==> config.mk <==
export PLATFORM = sky130hd
export DESIGN_NAME = fifo_rd_stream
export DESIGN_NICKNAME = d
export VERILOG_FILES = /design/src/rtl/fifo_pkg.sv /design/src/rtl/skid_buf2.sv /design/src/rtl/fifo_rd_stream.sv
export SDC_FILE = /design/constraint.sdc
export NUM_CORES = 1
export LEC_CHECK = 0
export CORE_MARGIN = 8
export CORE_UTILIZATION = 45
export DETAILED_ROUTE_END_ITERATION = 10
export PLACE_DENSITY = 0.78
export SLEW_MARGIN = 20
export SYNTH_ARGS = -nofsm -noshare
export SYNTH_HDL_FRONTEND = slang
export SYNTH_SLANG_ARGS = --single-unit
==> constraint.sdc <==
create_clock -name rclk -period 2.4 [get_ports rclk]
set_clock_uncertainty 0.15 [all_clocks]
set_input_delay 0.72 -clock rclk [delete_from_list [all_inputs] [get_ports rclk]]
set_output_delay 0.72 -clock rclk [all_outputs]
set_load 0.02 [all_outputs]
==> src/rtl/fifo_pkg.sv <==
// Shared constants and helpers for the FIFO read-side stream adapter.
package fifo_pkg;

    // Depth of the output skid buffer; two entries cover the 1-cycle pop latency.
    localparam int SKID_DEPTH = 2;

    // Width of the skid buffer occupancy count (0..SKID_DEPTH).
    localparam int SKID_CNT_W = $clog2(SKID_DEPTH + 1);

    // Default word width and packet length.
    localparam int DEF_DATA_WIDTH = 8;
    localparam int DEF_PKT_LEN    = 16;

    // $clog2 that never returns less than 1, so a counter always has a bit.
    function automatic int clog2_min1(input int n);
        int r;
        r = $clog2(n);
        if (r < 1) begin
            r = 1;
        end
        return r;
    endfunction

endpackage

==> src/rtl/skid_buf2.sv <==
// Two-entry synchronous buffer with simultaneous write and read support.
// The head entry is a register, so the output never depends combinationally
// on the write data. Writes into a full buffer without a read, and reads from
// an empty buffer, are ignored.
module skid_buf2
    import fifo_pkg::*;
#(
    parameter int DATA_WIDTH = DEF_DATA_WIDTH
) (
    input  logic                  clk,
    input  logic                  rst,
    input  logic                  wr,
    input  logic [DATA_WIDTH-1:0] wdata,
    input  logic                  rd,
    output logic [SKID_CNT_W-1:0] cnt,
    output logic [DATA_WIDTH-1:0] head
);

    localparam logic [SKID_CNT_W-1:0] CNT_FULL = SKID_CNT_W'(SKID_DEPTH);

    logic [DATA_WIDTH-1:0] mem [SKID_DEPTH];
    logic                  wr_ptr;
    logic                  rd_ptr;
    logic                  rd_ok;
    logic                  wr_ok;

    // Qualify requests against occupancy; a read frees a slot in the same cycle.
    always_comb begin
        rd_ok = rd & (cnt != '0);
        wr_ok = wr & ((cnt != CNT_FULL) | rd_ok);
    end

    // Storage, pointers and occupancy count.
    always_ff @(posedge clk) begin
        if (rst) begin
            for (int i = 0; i < SKID_DEPTH; i++) begin
                mem[i] <= '0;
            end
            wr_ptr <= 1'b0;
            rd_ptr <= 1'b0;
            cnt    <= '0;
        end else begin
            if (wr_ok) begin
                mem[wr_ptr] <= wdata;
                wr_ptr      <= ~wr_ptr;
            end
            if (rd_ok) begin
                rd_ptr <= ~rd_ptr;
            end
            case ({wr_ok, rd_ok})
                2'b10:   cnt <= cnt + SKID_CNT_W'(1);
                2'b01:   cnt <= cnt - SKID_CNT_W'(1);
                default: cnt <= cnt;
            endcase
        end
    end

    assign head = mem[rd_ptr];

endmodule

==> src/rtl/fifo_rd_stream.sv <==
// Read-side adapter: pops a FIFO with 1-cycle read latency and presents the
// words on a valid/ready stream at one word per cycle, marking packet ends.
//
// Stream handshake: a word transfers on every rising edge where m_valid and
// m_ready are both high (fire). m_valid never depends on m_ready, and once
// m_valid is high, m_data and m_last hold until the word is accepted.
module fifo_rd_stream
    import fifo_pkg::*;
#(
    parameter int DATA_WIDTH = DEF_DATA_WIDTH,
    parameter int PKT_LEN    = DEF_PKT_LEN,
    parameter int CNT_WIDTH  = clog2_min1(PKT_LEN)
) (
    input  logic                  rclk,
    input  logic                  rst,
    input  logic                  en,
    input  logic                  fifo_empty,
    input  logic [DATA_WIDTH-1:0] fifo_rdata,
    output logic                  fifo_rd_en,
    output logic                  m_valid,
    input  logic                  m_ready,
    output logic [DATA_WIDTH-1:0] m_data,
    output logic                  m_last,
    output logic                  busy
);

    localparam logic [CNT_WIDTH-1:0]  LAST_IDX  = CNT_WIDTH'(PKT_LEN - 1);
    localparam logic [SKID_CNT_W:0]   USED_FULL = (SKID_CNT_W + 1)'(SKID_DEPTH);

    logic [SKID_CNT_W-1:0] buf_cnt;
    logic [SKID_CNT_W:0]   used;
    logic                  inflight;
    logic                  fire;
    logic                  room;
    logic [CNT_WIDTH-1:0]  word_cnt;

    // Pop rule: words already buffered plus the one in flight must leave a
    // slot, either free now or freed by this cycle's transfer. Held off in reset.
    always_comb begin
        fire       = m_valid & m_ready;
        used       = {1'b0, buf_cnt} + {{SKID_CNT_W{1'b0}}, inflight};
        room       = (used < USED_FULL) | ((used == USED_FULL) & fire);
        fifo_rd_en = ~rst & en & ~fifo_empty & room;
    end

    // A pop accepted this cycle returns its word on fifo_rdata next cycle.
    always_ff @(posedge rclk) begin
        if (rst) begin
            inflight <= 1'b0;
        end else begin
            inflight <= fifo_rd_en;
        end
    end

    // Word position inside the current packet; advances on each transfer.
    always_ff @(posedge rclk) begin
        if (rst) begin
            word_cnt <= '0;
        end else if (fire) begin
            if (word_cnt == LAST_IDX) begin
                word_cnt <= '0;
            end else begin
                word_cnt <= word_cnt + CNT_WIDTH'(1);
            end
        end
    end

    skid_buf2 #(
        .DATA_WIDTH (DATA_WIDTH)
    ) u_skid (
        .clk   (rclk),
        .rst   (rst),
        .wr    (inflight),
        .wdata (fifo_rdata),
        .rd    (fire),
        .cnt   (buf_cnt),
        .head  (m_data)
    );

    assign m_valid = (buf_cnt != '0);
    assign m_last  = m_valid & (word_cnt == LAST_IDX);
    assign busy    = m_valid | inflight;

endmodule

==> key figures, run 1 <==
Power and ir drop
  – Clock Power Share: 24.0%
  – Lkg Pwr: ~0.77 nW
  – Switching share of power: 27.0%
  – Pwr Density: 691 nW/um2
  – Logic pwr share: about 32%
  – Maximum vdd drop: approximately 0.00046 V
  – Switch Pwr: 0.000330 W
  – Internal: 0.000893 W
  – Sequential share of power: a little over two fifths

Die
  – Die width: between 60 and 70 um
  – Chip height: 68.2 um
  – Die area: between 4000 and 5000 um2
  – Core footprint: 2660 um2
  – Row count: 19
  – Top-level I/O count: 25
  – Starting Density: a little under half

Placed design
  – Pre-CTS WS: -0.831 ns
  – Port bufs: 24
  – DP Wirelength: slightly above 2000 um
  – Gpl congestion: around 0.71

Synthesis
  – Syn avg cell area: roughly 12 um2
  – Post-Syn Nets: about 120
  – Syn Inst Count: approximately 100
  – Cell variety after synth: 29
  – Ys Warns: 0
  – Seq/Total Area, Yosys: 55.5%
  – Register bit total from synthesis: 26
  – Cell Area, Synth: ~1200 um2

Detailed routing
  – Pre-Repair DR Iteration Count: 4
  – Final WL: approximately 2600 um
  – Post-route ant nets: 0
  – DRC: 0
  – Vias per cell: around 5.2
  – Via count: 923
  – DRT iter0 DRCs: 30
  – DR WL/cell: about 15 um

Clock network
  – Worst-Skew Late Latency: about 0.31 ns
  – CTS clk-pin slew, worst paths: around 0.13 ns
  – # H-tree levels: 1
  – Clock buffer count from CTS: 3
  – CTS tree: yes
  – Clk buf depth: 2
  – Root Driver: clkbuf_4
  – Post-CTS Hold Fix Bufs: 0
  – Clock sinks: 26

Outcome
  – Status: finished with violations
  – Failing checks: negative setup slack

Critical path
  – CP Max Fanout: 2
  – Setup CP Type: primary input to primary output
  – WP data arrival: about 1.6 ns
  – CP Cell Sequence: clkdlybuf4s50_1, nor4b_4, buf_4
  – Max incr delay on CP: between 0.4 and 0.5 ns
  – Worst Setup Start Kind: primary input
  – Slowest CP cell: clkdlybuf4s50_1
  – CP endpoint kind: primary output
  – Worst Path Required: ~1.5 ns

STA
  – RSZ-0062 raised after global routing: true
  – Fin crit period: ~2.5 ns
  – Slew Limit Fails: 0
  – Maximum clock rate: about 400 MHz
  – Final setup vio count: 1
  – Final hold vios: 0
  – Setup ws final: -0.109 ns
  – Max transition margin: around 80%
  – Hold Worst Slack: 0.372 ns
  – Fin crit share: 105%
  – Worst Tran Pin Value: about 0.29 ns

Layout
  – Multi-input gate area: approximately 570 um2
  – # diodes: 0
  – Area occupied by registers: around 690 um2
  – Filler Cell Count: 210
  – Utilization of the core after routing: between 60% and 70%
  – Layout cells sized above 1: a little over a third
  – Total Nets Final: 165
  – Area Growth Syn to Fin: 44.4%

GRT
  – Total congestion overflow: 0
  – Vias in the first global route: ~990
  – Initial antenna violation count: 0
  – Pin count of the biggest net entering global routing: 20
  – Total track usage: approximately an eighth
  – First-pass GRT wire length: between 4000 and 5000 um

Hold path
  – Min-delay worst type: flip-flop to flip-flop

Flow run
  – Max-Cap Viols: 0
-- layout make-up --
cell class              count  share of cell area, %
clock inverters             1                   1.70
repair buffers             45                   23.0
clock buffers               3                   1.27
flip-flops and latches     26                   38.9
inverters                   4                  0.848
multi-input cells          67                   32.2
well taps                  31                   2.19
-- path summary, 6_finish.rpt --
check	depth (start not counted)	endpoint	slack (ns)	startpoint
worst max-delay path	3	fifo_rd_en	-0.11	rst
worst min-delay path	2	word_cnt[3]$_SDFFE_PP0P_	0.37	word_cnt[3]$_SDFFE_PP0P_
worst min register to register	2	word_cnt[3]$_SDFFE_PP0P_	0.37	word_cnt[3]$_SDFFE_PP0P_
worst max register to register	6	u_skid.cnt[1]$_SDFFE_PP0P_	0.44	u_skid.cnt[0]$_SDFFE_PP0P_
-- what timing repair did --
item / 4_1_cts / 5_1_grt
setup buffers: 1 / 0
endpoints found under the setup margin: 12 / 11
pin swaps: 4 / 5
resized for setup: 41 / 5
-- sequential cells by signal, summed over array words and instances, names as in the netlist, named ones only --
name           flops
u_skid.cnt         2
u_skid.rd_ptr      1
u_skid.mem        16
inflight           1
word_cnt           4
u_skid.wr_ptr      1
-- through the flow --
stage / total power, W / std cells / instance area (um2) / TNS, ns
2_1_floorplan: 0.000729 / 103 / 1240 / 0
5_1_grt: 0.00128 / 177 / 1770 / -0.175
3_5_place_dp: 0.000905 / 172 / 1650 / -2.62
4_1_cts: 0.00122 / 177 / 1760 / -0.177
6_report: 0.00122 / 177 / 1770 / -0.109
3_3_place_gp: 0.000891 / 172 / 1650 / -2.07
-- cells in the mapped netlist --
library cell / n / area (um2)
a21o_1: 2 / 15.0
a21oi_1: 4 / 20.0
a31oi_1: 2 / 12.5
and3_1: 16 / 100
and4_1: 1 / 8.76
buf_2: 2 / 10.0
buf_6: 1 / 11.3
clkbuf_1: 3 / 11.3
dfxtp_1: 10 / 200
edfxtp_1: 16 / 480
ha_1: 5 / 62.6
inv_1: 3 / 11.3
inv_2: 1 / 3.75
mux2_2: 8 / 90.1
mux2_4: 1 / 15.0
mux2i_1: 1 / 10.0
nand2_1: 2 / 7.51
nand2b_1: 1 / 6.26
nor2_1: 8 / 30.0
nor4b_1: 2 / 17.5
o211ai_1: 2 / 15.0
o21a_1: 1 / 7.51
o21ai_0: 2 / 10.0
o31a_1: 1 / 8.76
or2_2: 1 / 6.26
or3_1: 2 / 12.5
or3_2: 1 / 7.51
xnor2_1: 2 / 17.5
xor2_1: 2 / 17.5
-- worst max-delay path, delay by kind of cell --
kind                   cells  cell delay, ns
AND/OR/NAND/NOR            1            0.28
buffers and inverters      2            0.64
-- cell families (layout without fill, tap and decap cells) --
family                     Yosys count  count (layout)  share of synthesized area (%)
AOI/OAI and AO/OA                   14              14                           7.24
xor gates and xnor gates             4               4                           2.86
adders and majority gates            5               5                           5.10
buffers and inverters               10              53                           3.88
DFF                                 26              26                           55.5
muxes                               10              10                           9.39
and+or+nand+nor                     34              34                           16.0
-- placed cells by master (no fill, tap or decap), types with 2 or more instances in the layout --
master | synthesis | layout
a21oi_1 | 4 | 4
dfxtp_2 | 0 | 3
buf_4 | 0 | 19
o211ai_1 | 2 | 2
and3_1 | 16 | 16
clkbuf_4 | 0 | 3
xor2_1 | 2 | 2
xnor2_1 | 2 | 2
buf_6 | 1 | 4
ha_1 | 5 | 2
a21o_1 | 2 | 2
inv_2 | 1 | 2
clkdlybuf4s50_1 | 0 | 11
inv_1 | 3 | 2
or3_1 | 2 | 2
dlygate4sd2_1 | 0 | 9
nand2_1 | 2 | 2
nor2_1 | 8 | 7
o21ai_0 | 2 | 2
edfxtp_1 | 16 | 16
ha_4 | 0 | 2
dfxtp_1 | 10 | 6
mux2_2 | 8 | 8
-- power by group through the flow --
stage | clock, W | combinational, W | sequential (W)
final | 0.000293 | 0.000397 | 0.000534
after global routing | 0.000314 | 0.000427 | 0.000538
after CTS | 0.000300 | 0.000391 | 0.000533
after detailed placement | 0 | 0.000366 | 0.000539
after global placement | 0 | 0.000355 | 0.000536
after floorplan | 0 | 0.000197 | 0.000532
-- layer usage --
metal	wire (um)	vias up	part of all wire (%)	track usage, %
met2	1410	18	53	23.6
met1	1070	439	40	12.8
met3	138	4	5.2	2.78
met4	29	0	1.1	3.84
li1	-	462	-	-
met5	0	-	0	0
Power figures use the tool's default switching activity.
==> run 2: changes to the inputs <==
--- a/config.mk
+++ b/config.mk
@@ -5,10 +5,11 @@
 export SDC_FILE = /design/constraint.sdc
 export NUM_CORES = 1
 export LEC_CHECK = 0
+export CAP_MARGIN = 20
 export CORE_MARGIN = 8
-export CORE_UTILIZATION = 45
+export CORE_UTILIZATION = 40
 export DETAILED_ROUTE_END_ITERATION = 10
-export PLACE_DENSITY = 0.78
+export PLACE_DENSITY = 0.72
 export SLEW_MARGIN = 20
 export SYNTH_ARGS = -nofsm -noshare
 export SYNTH_HDL_FRONTEND = slang
==> key figures, run 2 (synthesized netlist as in run 1, its figures left out) <==
Placed design
  – Pre-CTS WS: -0.844 ns (was -0.831 ns)
  – DP Wirelength: 2010 um (was 2020 um)
  – Gpl congestion: 0.675 (was 0.706)
  – Placed cells: 173 (was 172)
  – Port bufs: 24 (unchanged)

Critical path
  – Most numerous cell on the critical path: ha_4
  – Worst Path Required: 1.53 ns (about the same)
  – Slowest CP cell: dfxtp_2 (was clkdlybuf4s50_1)
  – CP endpoint kind: primary output (unchanged)
  – WP data arrival: 1.73 ns (was 1.64 ns)
  – Worst Setup Start Kind: flip-flop (was primary input)
  – CP Cell Sequence: ha_4, inv_2, ha_4, a31oi_4, nor4b_4, buf_4 (was clkdlybuf4s50_1, nor4b_4, buf_4)
  – CP Max Fanout: 2 (unchanged)
  – Max incr delay on CP: 0.38 ns (was 0.46 ns)
  – Setup CP Type: flip-flop to primary output (was primary input to primary output)

Layout
  – Non-filler cells, final: 180 (was 177)
  – Largest register FFs: 16 (unchanged)
  – Commonest non-fill, non-tap cells in the layout: buf_4, and3_1, edfxtp_1, clkdlybuf4s50_1, dlygate4sd2_1 (unchanged)
  – # diodes: 0 (unchanged)
  – Total Nets Final: 166 (was 165)
  – Top flop regs: u_skid.mem: 16 flops, word_cnt: 4 flops, u_skid.cnt: 2 flops (unchanged)
  – Utilization of the core after routing: 59.2% (was 66.5%)
  – Area occupied by registers: 686 um2 (was 688 um2)
  – Reg with most FFs: u_skid.mem (unchanged)
  – Area Growth Syn to Fin: 43.8% (was 44.4%)
  – Layout cells sized above 1: 36.1% (was 34.9%)
  – Filler Cell Count: 253 (was 210)
  – Multi-input gate area: 579 um2 (was 569 um2)
  – Commonest non-fill, non-tap cell in the layout: buf_4 (unchanged)

GRT
  – Total congestion overflow: 0 (unchanged)
  – First-pass GRT wire length: 4620 um (was 4390 um)
  – Vias in the first global route: 1,004 (was 987)
  – Initial antenna violation count: 0 (unchanged)
  – Total track usage: 11.4% (was 12.3%)
  – Pin count of the biggest net entering global routing: 20 (unchanged)

STA
  – Final setup vio count: 1 (unchanged)
  – Max transition margin: 80.4% (about the same)
  – Setup ws final: -0.200 ns (was -0.109 ns)
  – Fin crit period: 2.60 ns (was 2.51 ns)
  – Worst Tran Pin Value: 0.290 ns (was 0.289 ns)
  – Fin crit share: 108% (was 105%)
  – TNS Setup: -0.200 ns (was -0.109 ns)
  – Final hold vios: 0 (unchanged)
  – Maximum clock rate: 385 MHz (was 399 MHz)
  – Slew Limit Fails: 0 (unchanged)
  – RSZ-0062 raised after global routing: true (unchanged)

Hold path
  – Min-delay worst type: flip-flop to flip-flop (unchanged)

Clock network
  – Clock buffer count from CTS: 3 (unchanged)
  – Clk buf depth: 2 (unchanged)
  – Root Driver: clkbuf_4 (unchanged)
  – Worst-Skew Late Latency: 0.34 ns (was 0.31 ns)
  – # H-tree levels: 1 (unchanged)
  – CTS clk-pin slew, worst paths: 0.15 ns (was 0.13 ns)
  – CTS tree: yes (unchanged)
  – Clock sinks: 26 (unchanged)

Die
  – Row count: 20 (was 19)
  – Die width: 71.4 um (was 68.2 um)
  – Core footprint: 2980 um2 (was 2660 um2)
  – Chip height: 71.4 um (was 68.2 um)
  – Top-level I/O count: 25 (unchanged)
  – Die area: 5090 um2 (was 4650 um2)
  – Starting Density: 41.2% (was 46.1%)

Detailed routing
  – DRT iter0 DRCs: 41 (was 30)
  – Via count: 924 (was 923)
  – Final WL: 2760 um (was 2650 um)
  – DRC: 0 (unchanged)
  – Vias per cell: 5.13 (was 5.21)
  – Post-route ant nets: 0 (unchanged)
  – DR WL/cell: 15.3 um (was 15.0 um)
  – Pre-Repair DR Iteration Count: 4 (unchanged)

Outcome
  – Status: finished with violations (unchanged)
  – Failing checks: negative setup slack (unchanged)

Power and ir drop
  – Lkg Pwr: 0.771 nW (was 0.773 nW)
  – Final Total Pwr: 0.00116 W (was 0.00122 W)
  – Pwr Density: 655 nW/um2 (was 691 nW/um2)
  – Maximum vdd drop: 0.000356 V (was 0.000457 V)

Flow run
  – Max-Cap Viols: 0 (unchanged)
==> run 2: cell types whose count changed in the layout (fill, tap and decap cells not counted), sizes merged <==
cell           previous run  this run
buf                      24        25
clkbuf                    3         5
bufinv                    1         0
clkdlybuf4s15             1         0
==> run 2: stage by stage <==
stage | hold slack, ns | cell area (um2)
2_1_floorplan | 0.322 | 1240
3_3_place_gp | 0.344 | 1650
3_5_place_dp | 0.361 | 1650
4_1_cts | 0.384 | 1710
5_1_grt | 0.395 | 1760
6_report | 0.384 | 1760
==> run 2: what timing repair did <==
action,4_1_cts,5_1_grt
endpoints found under the hold margin,0,0
pin swaps,2,4
hold buffers,0,0
buffers inserted,2,1
resized for setup,34,12
setup endpoints to repair,12,7
cloned,0,0
==> run 2: path summary, 6_finish.rpt <==
| path | from | end | slack, ns | cells past startpoint |
|---|---|---|---|---|
| worst min register to register | word_cnt[3]$_SDFFE_PP0P_ | word_cnt[3]$_SDFFE_PP0P_ | 0.38 | 2 |
| worst min-delay path | word_cnt[3]$_SDFFE_PP0P_ | word_cnt[3]$_SDFFE_PP0P_ | 0.38 | 2 |
| worst max-delay path | inflight$_SDFF_PP0_ | fifo_rd_en | -0.20 | 6 |
| worst max register to register | u_skid.cnt[0]$_SDFFE_PP0P_ | u_skid.cnt[1]$_SDFFE_PP0P_ | 0.34 | 7 |
==> run 2: layer usage <==
layer	global-route usage (%)	wire, um	vias to the layer above
met5	0	0	-
met4	5.54	49	0
li1	-	-	468
met3	2.09	92	5
met1	12.0	1170	433
met2	21.0	1450	18
==> run 2: layout make-up <==
cell class / count / share of cell area (%)
clock buffers: 4 / 2.06
inverters: 4 / 0.852
multi-input cells: 67 / 32.9
flip-flops and latches: 26 / 38.9
well taps: 33 / 2.34
repair buffers: 46 / 23.0
==> run 2: power by group <==
part / leakage (nW) / internal, W / switching (W) / total [W]
Sequential: 0.250 / 0.000511 / 0.0000206 / 0.000531
Combinational: 0.500 / 0.000210 / 0.000183 / 0.000393
Clock: 0.0210 / 0.0000931 / 0.000138 / 0.000231
==> run 2: worst max-delay path: cells and delay by family (launching register included) <==
family                   cells  cell delay [ns]
buffers and inverters        2             0.23
AO/OA/AOI/OAI                1             0.09
flip-flops                   1             0.38
adder cells (fa/ha/maj)      2             0.42
AND/OR/NAND/NOR              1             0.27
